==> src/rtl/mips_ctrl_pkg.sv <==
// Shared encodings for the multicycle MIPS control path: states, opcodes and
// the select codes understood by the ALU decoder and the datapath muxes.
package mips_ctrl_pkg;

   typedef enum logic [3:0] {
      S_FETCH   = 4'd0,
      S_DECODE  = 4'd1,
      S_MEMADR  = 4'd2,
      S_MEMRD   = 4'd3,
      S_MEMWB   = 4'd4,
      S_MEMWR   = 4'd5,
      S_EXECUTE = 4'd6,
      S_ALUWB   = 4'd7,
      S_BRANCH  = 4'd8,
      S_ADDIEX  = 4'd9,
      S_ADDIWB  = 4'd10,
      S_JUMP    = 4'd11
   } state_e;

   localparam logic [5:0] OP_RTYPE = 6'b000000;
   localparam logic [5:0] OP_LW    = 6'b100011;
   localparam logic [5:0] OP_SW    = 6'b101011;
   localparam logic [5:0] OP_BEQ   = 6'b000100;
   localparam logic [5:0] OP_ADDI  = 6'b001000;
   localparam logic [5:0] OP_J     = 6'b000010;

   localparam logic [1:0] ALUOP_ADD   = 2'b00;
   localparam logic [1:0] ALUOP_SUB   = 2'b01;
   localparam logic [1:0] ALUOP_FUNCT = 2'b10;

   localparam logic [1:0] SRCB_REG     = 2'b00;
   localparam logic [1:0] SRCB_FOUR    = 2'b01;
   localparam logic [1:0] SRCB_IMM     = 2'b10;
   localparam logic [1:0] SRCB_IMM_SH2 = 2'b11;

   localparam logic [1:0] PCSRC_ALU    = 2'b00;
   localparam logic [1:0] PCSRC_ALUOUT = 2'b01;
   localparam logic [1:0] PCSRC_JUMP   = 2'b10;

   function automatic logic op_is_legal(input logic [5:0] op);
      return (op == OP_RTYPE) || (op == OP_LW) || (op == OP_SW) ||
             (op == OP_BEQ) || (op == OP_ADDI) || (op == OP_J);
   endfunction

endpackage

==> src/rtl/mips_multicycle_ctrl.sv <==
// Main control FSM of the multicycle MIPS core.
//
// state   | meaning
// FETCH   | read instruction at PC, PC+4; waits on mem_ready
// DECODE  | register read, branch target precompute, dispatch on op
// MEMADR  | effective address for lw/sw
// MEMRD   | data read; waits on mem_ready
// MEMWB   | load result written to rt
// MEMWR   | data write; strobe held until mem_ready
// EXECUTE | R-type ALU operation
// ALUWB   | R-type result written to rd
// BRANCH  | beq compare, PC updated when zero
// ADDIEX  | addi ALU operation
// ADDIWB  | addi result written to rt
// JUMP    | PC loaded with jump target
module mips_multicycle_ctrl
   import mips_ctrl_pkg::*;
(
   input  logic       clk,
   input  logic       rst_n,
   input  logic [5:0] op,
   input  logic       zero,
   input  logic       mem_ready,
   output logic       pc_en,
   output logic       IorD,
   output logic       mem_write,
   output logic       IR_write,
   output logic       reg_dst,
   output logic       mem_to_reg,
   output logic       reg_write,
   output logic       ALU_src_A,
   output logic [1:0] ALU_src_B,
   output logic [1:0] ALU_OP,
   output logic [1:0] PC_src,
   output logic       illegal_op,
   output logic [3:0] state
);

   state_e state_q, state_d;
   logic   pc_en_raw, mem_write_raw, ir_write_raw, reg_write_raw, illegal_raw;

   // State register; reset drops straight back to FETCH mid-instruction.
   always_ff @(posedge clk or negedge rst_n) begin
      if (!rst_n) state_q <= S_FETCH;
      else        state_q <= state_d;
   end

   // Next-state sequencing; mem_ready matters only in the memory-access states.
   always_comb begin
      state_d = S_FETCH;
      case (state_q)
         S_FETCH:   state_d = mem_ready ? S_DECODE : S_FETCH;
         S_DECODE: begin
            case (op)
               OP_LW, OP_SW: state_d = S_MEMADR;
               OP_RTYPE:     state_d = S_EXECUTE;
               OP_BEQ:       state_d = S_BRANCH;
               OP_ADDI:      state_d = S_ADDIEX;
               OP_J:         state_d = S_JUMP;
               default:      state_d = S_FETCH;
            endcase
         end
         S_MEMADR:  state_d = (op == OP_LW) ? S_MEMRD : S_MEMWR;
         S_MEMRD:   state_d = mem_ready ? S_MEMWB : S_MEMRD;
         S_MEMWB:   state_d = S_FETCH;
         S_MEMWR:   state_d = mem_ready ? S_FETCH : S_MEMWR;
         S_EXECUTE: state_d = S_ALUWB;
         S_ALUWB:   state_d = S_FETCH;
         S_BRANCH:  state_d = S_FETCH;
         S_ADDIEX:  state_d = S_ADDIWB;
         S_ADDIWB:  state_d = S_FETCH;
         S_JUMP:    state_d = S_FETCH;
         default:   state_d = S_FETCH;
      endcase
   end

   // Output decode; FETCH strobes follow mem_ready, BRANCH pc_en follows zero.
   always_comb begin
      pc_en_raw     = 1'b0;
      IorD          = 1'b0;
      mem_write_raw = 1'b0;
      ir_write_raw  = 1'b0;
      reg_dst       = 1'b0;
      mem_to_reg    = 1'b0;
      reg_write_raw = 1'b0;
      ALU_src_A     = 1'b0;
      ALU_src_B     = SRCB_REG;
      ALU_OP        = ALUOP_ADD;
      PC_src        = PCSRC_ALU;
      illegal_raw   = 1'b0;
      case (state_q)
         S_FETCH: begin
            ALU_src_B    = SRCB_FOUR;
            ir_write_raw = mem_ready;
            pc_en_raw    = mem_ready;
         end
         S_DECODE: begin
            ALU_src_B   = SRCB_IMM_SH2;
            illegal_raw = !op_is_legal(op);
         end
         S_MEMADR: begin
            ALU_src_A = 1'b1;
            ALU_src_B = SRCB_IMM;
         end
         S_MEMRD:  IorD = 1'b1;
         S_MEMWB: begin
            mem_to_reg    = 1'b1;
            reg_write_raw = 1'b1;
         end
         S_MEMWR: begin
            IorD          = 1'b1;
            mem_write_raw = 1'b1;
         end
         S_EXECUTE: begin
            ALU_src_A = 1'b1;
            ALU_OP    = ALUOP_FUNCT;
         end
         S_ALUWB: begin
            reg_dst       = 1'b1;
            reg_write_raw = 1'b1;
         end
         S_BRANCH: begin
            ALU_src_A = 1'b1;
            ALU_OP    = ALUOP_SUB;
            PC_src    = PCSRC_ALUOUT;
            pc_en_raw = zero;
         end
         S_ADDIEX: begin
            ALU_src_A = 1'b1;
            ALU_src_B = SRCB_IMM;
         end
         S_ADDIWB: reg_write_raw = 1'b1;
         S_JUMP: begin
            PC_src    = PCSRC_JUMP;
            pc_en_raw = 1'b1;
         end
         default:  illegal_raw = 1'b1;
      endcase
   end

   // Strobes are masked while reset is held so nothing writes during abort.
   assign pc_en      = pc_en_raw & rst_n;
   assign mem_write  = mem_write_raw & rst_n;
   assign IR_write   = ir_write_raw & rst_n;
   assign reg_write  = reg_write_raw & rst_n;
   assign illegal_op = illegal_raw & rst_n;
   assign state      = state_q;

endmodule

==> config.mk <==
export PLATFORM = sky130hd
export DESIGN_NAME = mips_multicycle_ctrl
export DESIGN_NICKNAME = d
export VERILOG_FILES = /design/src/rtl/mips_ctrl_pkg.sv /design/src/rtl/mips_multicycle_ctrl.sv
export SDC_FILE = /design/constraint.sdc
export NUM_CORES = 1
export LEC_CHECK = 0
export CORE_UTILIZATION = 39
export DETAILED_ROUTE_END_ITERATION = 10
export PLACE_DENSITY_LB_ADDON = 0.3
export SLEW_MARGIN = 30
export SYNTH_ARGS = -nofsm -noshare
export SYNTH_HDL_FRONTEND = slang
export SYNTH_SLANG_ARGS = --single-unit
==> constraint.sdc <==
create_clock -name clk -period 3.9 [get_ports clk]
set_input_delay 0.585 -clock clk [delete_from_list [all_inputs] [get_ports clk]]
set_output_delay 0.585 -clock clk [all_outputs]
set_load 0.02 [all_outputs]
==> run_results.csv, run 1 <==
group,metric,value,unit
status,outcome,"completed",
power_and_ir_drop,peakVddDrop,0.3583,mV
finish,ff_latch_area,100.1,µm²
detailed_routing,drtAntennaViolNets,0,
detailed_routing,vias,656,
timing,finalHoldViolations,0,
clock_tree,path_clk_slew,40,ps
synthesis,ys_ff_latch,4,
synthesis,synth-compound-area-share,24.69,%
synthesis,synth_top_family_by_area,"simple AND/OR/NAND/NOR gates",
timing,finalMaxSlewViolations,0,
global_routing,grt_pass1_vias,535,
timing,max_freq,0.3106,GHz
timing,min_period,3220,ps
power_and_ir_drop,power.internal,207.4,µW
placement,placed_area,768.2,µm²
detailed_routing,drtIter0Drc,24,
critical_path,worst-path-max-fanout,6,
placement,dp_hpwl,1051,µm
synthesis,synthesis.nets,81,
global_routing,grtUsageMet1,26.43,%
timing,relSlewSlack,68.71,%
timing,finalClockSkew,3.422,ps
power_and_ir_drop,power_switching,187.1,µW
finish,largest_reg_flops,4,
global_routing,grt-busiest-layer,"met2",
detailed_routing,wirelength,1449,µm
finish,area_delta_synth_final,56.05,%
synthesis,synthCells,71,
timing,setup_ws,680.2,ps
synthesis,synth-simple-area-share,43.46,%
power_and_ir_drop,p_per_area,498.9,mW/mm²
clock_tree,h-tree-depth,1,
clock_tree,cts_repair_resize_count,0,
power_and_ir_drop,clkPwrFrac,13.2,%
synthesis,synthXorXnorAreaFrac,3.457,%
power_and_ir_drop,swShare,47.43,%
job,drv_cap,0,
critical_path,worstPathRequired,3310,ps
global_routing,use_met3,6.977,%
finish,final_nets,108,
synthesis,ys_types,31,
global_routing,grt_usage,23.41,%
power_and_ir_drop,leakage,0.0002869,µW
timing,finalCritPeriodShare,82.56,%
power_and_ir_drop,p_total,394.5,µW
finish,fin_util,68.40,%
placement,io_buffers,28,
die,core,0.001156,mm²
detailed_routing,viasPerCell,5.964,
critical_path,cp-start-kind,"input port",
global_routing,grt_max_degree,16,
clock_tree,clock_sinks,4,
synthesis,synth-seq-area-share,19.75,%
finish,multi_input_area,362.8,µm²
critical_path,setup.worst_path.end_class,"output pin",
synthesis,synth.avg_cell_area,7.137,µm²
die,num_rows,12,
global_routing,grt_pass1_wl,2304,µm
placement,pre_cts_ws,716.9,ps
clock_tree,cts_hold_buf,0,
clock_tree,cts_setup_buffers,0,
finish,n_fill_cell,108,
die,start_util,43.83,%
timing,finalSetupViolCount,0,
hold_path,hp-class,"input port to asynchronous set/reset pin",
detailed_routing,dr.pass1.iters,4,
synthesis,yosys_warnings,0,
synthesis,syn_area,506.7,µm²
clock_tree,cts_max_path_buffers,2,
clock_tree,cts-buffers-inserted,3,
synthesis,synthTopCellsByArea,"dfrtp_1 (20%), nor3_1 (9.9%), nor2_1 (6.7%)",
synthesis,synthAdderAreaFrac,0,%
finish,final_area,790.8,µm²
global_routing,met2_usage,38.56,%
detailed_routing,avgRoutedWirePerCell,13.17,µm
synthesis,synth_top_cell_by_area,"dfrtp_1",
timing,worst_pin_slew,469.3,ps
power_and_ir_drop,power_frac_comb,64.3,%
die,die-width,38.05,µm
clock_tree,cts-root-buf,"clkbuf_4",
global_routing,overflow,0,
die,die_area,0.001447,mm²
synthesis,synth_top_cell_area_share,19.75,%
die,die_h,38.05,µm
global_routing,antenna_found_initial,0,
critical_path,reg2reg_depth,4,
clock_tree,cts_tree,"done",
detailed_routing,drc,0,
finish,drive_above_1_share,10.42,%
finish,antenna_cells,0,
power_and_ir_drop,power_frac_seq,22.5,%
timing,fin_tns_setup,0,ps
critical_path,path_class,"input port to output pin",
placement,gp_congestion,0.9563,
clock_tree,clock_latency,240,ps
critical_path,arrival,2630,ps
synthesis,synth_mux_area_share,0,%
timing,rsz0062_at_grt,"false",
die,io_pins,29,
==> per-stage QoR <==
step / hold WS [ps] / instances
2_1_floorplan: 289.4 / 71
5_1_grt: 590.2 / 110
3_3_place_gp: 721.6 / 107
6_report: 589.7 / 110
4_1_cts: 596.6 / 110
3_5_place_dp: 718.3 / 107
==> logic make-up after synthesis <==
group	Yosys count
AND/OR/NAND/NOR	41
XOR/XNOR	2
AO/OA/AOI/OAI	16
buffers and inverters	8
flip-flops	4
==> final cells by class <==
type | count | area share, %
repair buffers | 28 | 35.44
multi-input cells | 59 | 45.89
flip-flops and latches | 4 | 12.66
well taps | 14 | 2.215
inverters | 2 | 0.9494
clock buffers | 3 | 2.848
==> routing by layer <==
metal / vias up / part of all wire [%]
met5: - / 0
met2: 30 / 51
met1: 309 / 41
li1: 312 / -
met4: 0 / 2.1
met3: 5 / 5.8
==> cell usage in the layout (no fill, tap or decap), types with 2 or more instances in the layout <==
cell type / count
clkdlybuf4s50_1: 28
nor3_1: 10
nor2_1: 9
nand2_1: 6
nand2b_1: 5
a21oi_1: 4
dfrtp_1: 4
clkbuf_4: 3
inv_1: 2
xnor2_1: 2
or2_2: 2
nor4_1: 2
or4_4: 2
nand3_1: 2
o22ai_1: 2
==> critical path, cell delays in order <==
cell,delay (ps)
clkdlybuf4s50_1,490
or4_4,550
a21oi_1,160
nor4_1,70
a32o_1,240
clkdlybuf4s50_1,530
==> synth_stat cells (all sizes together) <==
cell type  instances
nand2              6
or2                2
a311oi             1
dfrtp              4
a22oi              1
o311a              1
a21bo              1
nor4               2
nand3              2
o211a              1
nand3b             1
clkbuf             1
nor3              11
a32o               1
nand2b             5
buf                5
nor2               9
a21oi              4
or4                2
nor3b              1
o22ai              2
o22a               1
o211ai             1
xnor2              2
o31ai              1
inv                2
a211oi             1
==> path summary, 6_finish.rpt <==
| path | start | to | slack [ps] |
|---|---|---|---|
| max | op[0] | illegal_op | 680 |
| min in group clk | state[3] | state[2] | 730 |
| min reg2reg | state[3] | state[2] | 730 |
| max reg2reg | state[0] | state[2] | 2300 |
| max in group asynchronous | rst_n | state[0] | 3090 |
| min | rst_n | state[3] | 590 |
==> power groups by stage <==
stage | clock network, µW | logic (µW) | registers [µW]
floorplan | 0 | 171 | 75.0
global placement | 0 | 250 | 88.3
detailed placement | 0 | 253 | 88.2
CTS | 54.2 | 254 | 87.6
global route | 58.8 | 274 | 92.9
finish | 52.0 | 254 | 88.9
No activity file was read; power rests on OpenSTA's default activity.
==> run 2: changes to the inputs <==
--- a/config.mk
+++ b/config.mk
@@ -5,7 +5,7 @@
 export SDC_FILE = /design/constraint.sdc
 export NUM_CORES = 1
 export LEC_CHECK = 0
-export CORE_UTILIZATION = 39
+export CORE_UTILIZATION = 36
 export DETAILED_ROUTE_END_ITERATION = 10
 export PLACE_DENSITY_LB_ADDON = 0.3
 export SLEW_MARGIN = 30
==> constraint.sdc (replaced) <==
create_clock -name clk -period 3 [get_ports clk]
set_input_delay 0.45 -clock clk [delete_from_list [all_inputs] [get_ports clk]]
set_output_delay 0.45 -clock clk [all_outputs]
set_load 0.02 [all_outputs]
==> run 2 against run 1 <==
Effect of this change: register-to-register slack worse by 920 ps; sequential share of layout area is 0.26 points lower; final cell count increased by 2.7%; critical endpoint unchanged.
==> run_results.csv, run 2 (synthesized netlist as in run 1, its figures left out) <==
group,metric,value,unit
timing,relSlewSlack,69.88,%
die,die_area,0.001561,mm²
clock_tree,cts_max_path_buffers,2,
timing,finalCritPeriodShare,96.39,%
clock_tree,cts-buffers-inserted,3,
finish,area_delta_synth_final,59.26,%
finish,ff_latch_area,100.1,µm²
detailed_routing,top_layer_used,"met4",
hold_path,hp-class,"input port to asynchronous set/reset pin",
detailed_routing,dr.pass1.iters,4,
critical_path,worst-path-max-fanout,4,
global_routing,overflow,0,
clock_tree,clock_latency,240,ps
global_routing,grt_pass1_vias,533,
finish,final_common_cell,"clkdlybuf4s50_1",
detailed_routing,vias,646,
finish,drive_above_1_share,12.24,%
detailed_routing,avgRoutedWirePerCell,12.70,µm
placement,gp_congestion,0.8771,
placement,placed_area,784.5,µm²
detailed_routing,drc,0,
power_and_ir_drop,p_per_area,635.5,mW/mm²
job,drv_cap,0,
detailed_routing,route.met2.wl,700,µm
timing,worst_pin_slew,451.8,ps
status,outcome,"completed",
critical_path,worstPathRequired,2550,ps
timing,finalClockSkew,4.309,ps
critical_path,cp-start-kind,"input port",
clock_tree,cts_repair_resize_count,0,
global_routing,grt_max_degree,16,
timing,finalMaxSlewViolations,0,
timing,finalHoldViolations,0,
finish,final_nets,110,
detailed_routing,drtIter0Drc,10,
clock_tree,h-tree-depth,1,
power_and_ir_drop,leakage,0.0002965,µW
global_routing,grt_pass1_wl,2311,µm
finish,final_area,807.0,µm²
detailed_routing,wirelength,1435,µm
finish,fin_util,62.02,%
critical_path,setup.worst_path.end_class,"output pin",
die,io_pins,29,
timing,max_freq,0.3458,GHz
detailed_routing,met1Wirelength,617,µm
critical_path,reg2reg_depth,4,
power_and_ir_drop,peakVddDrop,0.4445,mV
critical_path,path_class,"input port to output pin",
clock_tree,cts_tree,"done",
power_and_ir_drop,p_total,512.8,µW
timing,finalSetupViolCount,0,
finish,largest_reg_flops,4,
global_routing,grt_usage,22.38,%
finish,most-common-layout-cells,"clkdlybuf4s50_1 (28), nor3_1 (10), nor2_1 (9), nand2_1 (6), nand2b_1 (5)",
placement,io_buffers,28,
critical_path,arrival,2440,ps
detailed_routing,drtAntennaViolNets,0,
clock_tree,clock_sinks,4,
placement,dp_hpwl,1092,µm
detailed_routing,viasPerCell,5.717,
finish,multi_input_area,362.8,µm²
global_routing,antenna_found_initial,0,
die,num_rows,13,
clock_tree,cts_hold_buf,0,
timing,rsz0062_at_grt,"false",
die,die-width,39.52,µm
die,die_h,39.52,µm
clock_tree,cts-root-buf,"clkbuf_4",
die,core,0.001301,mm²
finish,antenna_cells,0,
die,start_util,38.94,%
timing,min_period,2892,ps
detailed_routing,wl_met3,94,µm
clock_tree,path_clk_slew,40,ps
timing,fin_tns_setup,0,ps
finish,n_fill_cell,132,
## run 2: cell types whose count changed in the layout (fill, tap and decap cells not counted), sizes merged
cell  before  now
buf        0    2
## run 2: path summary, 6_finish.rpt
path,startpoint,end,slack [ps]
min in group clk,state[3],state[0],720
worst max-delay path,op[1],illegal_op,110
worst min-delay path,rst_n,state[1],530
worst min register to register,state[3],state[0],720
max in group asynchronous,rst_n,state[3],2350
worst max register to register,state[0],state[2],1380
## run 2: stage by stage
stage	worst slack [ps]	std cells	hold slack [ps]
4_1_cts	103.8	113	508.3
5_1_grt	7.347	113	528.2
3_3_place_gp	135.7	110	720.3
3_5_place_dp	106.5	110	712.5
2_1_floorplan	1052	71	154.4
6_report	108.4	113	532.5
## run 2: metal layers
layer,global-route usage [%],vias to the layer above
li1,-,313
met1,26.96,298
met2,34.84,30
met3,6.818,5
met4,12.07,0
met5,0,-
## run 2: layout make-up
class                      count  share of cell area (%)
tap                           15                   2.326
multi-input combinational     59                   44.96
inverter                       2                  0.9302
timing repair buffer          30                   36.59
clock buffer                   3                   2.791
sequential                     4                   12.40
## run 2: repair_timing
action | 4_1_cts | 5_1_grt
setup endpoints to repair | 0 | 1
endpoints found under the hold margin | 0 | 0
buffers inserted | 0 | 0
## run 2: worst max-delay path, stage by stage
cell and delay, ps:
clkdlybuf4s50_1 470, or4_4 560, a21oi_1 140, nor4_1 60, a32o_1 240, clkdlybuf4s50_1 530
## run 2: power by group
part / switching (µW) / total [µW] / internal (µW)
sequential: 49.6 / 117 / 67.4
combinational: 170 / 329 / 159
clock: 21.9 / 66.6 / 44.7
==> run 3: changes to the inputs <==
--- a/config.mk
+++ b/config.mk
@@ -5,10 +5,11 @@
 export SDC_FILE = /design/constraint.sdc
 export NUM_CORES = 1
 export LEC_CHECK = 0
+export CAP_MARGIN = 20
 export CORE_UTILIZATION = 36
 export DETAILED_ROUTE_END_ITERATION = 10
 export PLACE_DENSITY_LB_ADDON = 0.3
-export SLEW_MARGIN = 30
+export SLEW_MARGIN = 5
 export SYNTH_ARGS = -nofsm -noshare
 export SYNTH_HDL_FRONTEND = slang
 export SYNTH_SLANG_ARGS = --single-unit
==> constraint.sdc (replaced) <==
create_clock -name clk -period 3.25 [get_ports clk]
set_input_delay 0.4875 -clock clk [delete_from_list [all_inputs] [get_ports clk]]
set_output_delay 0.4875 -clock clk [all_outputs]
set_load 0.02 [all_outputs]
==> run 3 against run 2 <==
Effect of this change: sequential power is 9% lower; highest routed layer unchanged; combinational power is 8.2% lower; worst hold slack improved by 73 ps; largest cell class unchanged; global-route usage is 1.4 points lower; clock power decreased by 12%; critical endpoint unchanged; largest power group unchanged.
==> run_results.csv, run 3 (synthesized netlist as in run 1, its figures left out) <==
group,metric,value,unit
power_and_ir_drop,leakage,0.0002917,µW
placement,pre_cts_ws,275.8,ps
global_routing,overflow,0,
placement,gp_congestion,0.8722,
critical_path,slowest_delay,550,ps
global_routing,grt_pass1_vias,553,
clock_tree,path_clk_slew,40,ps
global_routing,grt_max_degree,16,
global_routing,grt_pass1_wl,2201,µm
finish,final_common_cell,"clkdlybuf4s50_1",
detailed_routing,viasPerCell,5.670,
detailed_routing,dr.pass1.iters,4,
finish,final_nets,109,
critical_path,arrival,2480,ps
finish,area_delta_synth_final,57.78,%
finish,n_fill_cell,125,
clock_tree,cts-root-buf,"clkbuf_4",
critical_path,rr_endpoint,"state[2]",
critical_path,reg2reg_depth,4,
die,num_rows,13,
placement,dp_hpwl,1070,µm
critical_path,path_class,"input port to output pin",
clock_tree,h-tree-depth,1,
finish,ff_latch_area,100.1,µm²
critical_path,worstPathRequired,2760,ps
timing,finalHoldViolations,0,
finish,largest_reg_flops,4,
die,die_area,0.001561,mm²
critical_path,endpoint,"illegal_op",
clock_tree,cts_tree,"done",
critical_path,rr_startpoint,"state[0]",
critical_path,cp_top_family,"buffers and inverters",
critical_path,setup.worst_path.end_class,"output pin",
timing,setup_ws,282.1,ps
critical_path,worst-path-max-fanout,6,
critical_path,reg2reg_slack,1640,ps
clock_tree,clock_latency,230,ps
die,core,0.001301,mm²
clock_tree,cts_repair_resize_count,0,
power_and_ir_drop,peakVddDrop,0.4936,mV
timing,rsz0062_at_grt,"false",
timing,max_freq,0.3369,GHz
timing,relSlewSlack,69.49,%
detailed_routing,drtAntennaViolNets,0,
critical_path,worstSetupStartpoint,"op[0]",
status,outcome,"completed",
critical_path,cpMostUsedCell,"clkdlybuf4s50_1",
timing,finalMaxSlewViolations,0,
critical_path,crit_buf_inv,2,
detailed_routing,wirelength,1398,µm
timing,min_period,2968,ps
timing,worst_pin_slew,457.7,ps
finish,multi_input_area,362.8,µm²
power_and_ir_drop,p_per_area,584.8,mW/mm²
clock_tree,cts_max_path_buffers,2,
timing,fin_tns_setup,0,ps
critical_path,cpMaxStageDelayCell,"or4_4",
clock_tree,cts_hold_buf,0,
critical_path,cp_num_cells,6,
die,die_h,39.52,µm
timing,finalClockSkew,3.032,ps
finish,drive_above_1_share,11.34,%
clock_tree,cts-buffers-inserted,3,
detailed_routing,drc,0,
clock_tree,clock_sinks,4,
detailed_routing,vias,635,
detailed_routing,drtIter0Drc,8,
die,start_util,38.94,%
finish,most-common-layout-cells,"clkdlybuf4s50_1 (28), nor3_1 (10), nor2_1 (9), nand2_1 (6), nand2b_1 (5)",
placement,io_buffers,28,
global_routing,grt_usage,21.02,%
job,drv_cap,0,
critical_path,cp-start-kind,"input port",
die,io_pins,29,
timing,finalCritPeriodShare,91.32,%
finish,antenna_cells,0,
global_routing,antenna_found_initial,0,
die,die-width,39.52,µm
hold_path,hp-class,"input port to asynchronous set/reset pin",
critical_path,crit_chain,"clkdlybuf4s50_1, or4_4, a21oi_1, nor4_1, a32o_1, clkdlybuf4s50_1",
detailed_routing,avgRoutedWirePerCell,12.48,µm
timing,finalSetupViolCount,0,
clock_tree,cts_setup_buffers,0,
-- run 3: cell count changes in the layout (fill, tap and decap cells not counted), sizes merged --
cell,previous run,this run
buf,2,1
-- run 3: per-stage QoR --
stage	cells	utilization (%)	instance area [µm²]	hold WS, ps	total power, µW
2_1_floorplan	71	-	506.7	191.9	295.6
3_3_place_gp	109	59.71	777.0	723.9	407.4
3_5_place_dp	109	59.71	777.0	729.9	410.4
4_1_cts	112	61.44	799.5	586.4	471.6
5_1_grt	112	61.44	799.5	598.5	505.2
6_report	112	61.44	799.5	605.7	467.5
-- run 3: layer usage --
layer	track usage, %	routed length, µm	vias to the layer above
met4	6.034	14	0
met3	8.523	84	2
met1	20.96	607	284
met5	0	0	-
met2	38.93	692	31
li1	-	-	318
-- run 3: power by group --
| part | internal, µW | leakage, µW | switching (µW) |
|---|---|---|---|
| clock network | 41.1 | 0.0000138 | 17.7 |
| registers | 62.3 | 0.0000530 | 44.2 |
| logic | 146 | 0.000225 | 156 |
| total | 250 | 0.000292 | 218 |
-- run 3: cell type report --
| class | count | share of cell area (%) |
|---|---|---|
| inverters | 2 | 0.9390 |
| repair buffers | 29 | 35.99 |
| well taps | 15 | 2.347 |
| clock buffers | 3 | 2.817 |
| multi-input cells | 59 | 45.38 |
| flip-flops and latches | 4 | 12.52 |
-- run 3: worst min-delay path by stage --
stage,to,cells after the start
detailed placement,state[0],1
floorplan,state[0],0
global placement,state[0],1
finish,state[0],2
CTS,state[0],2
global route,state[1],2
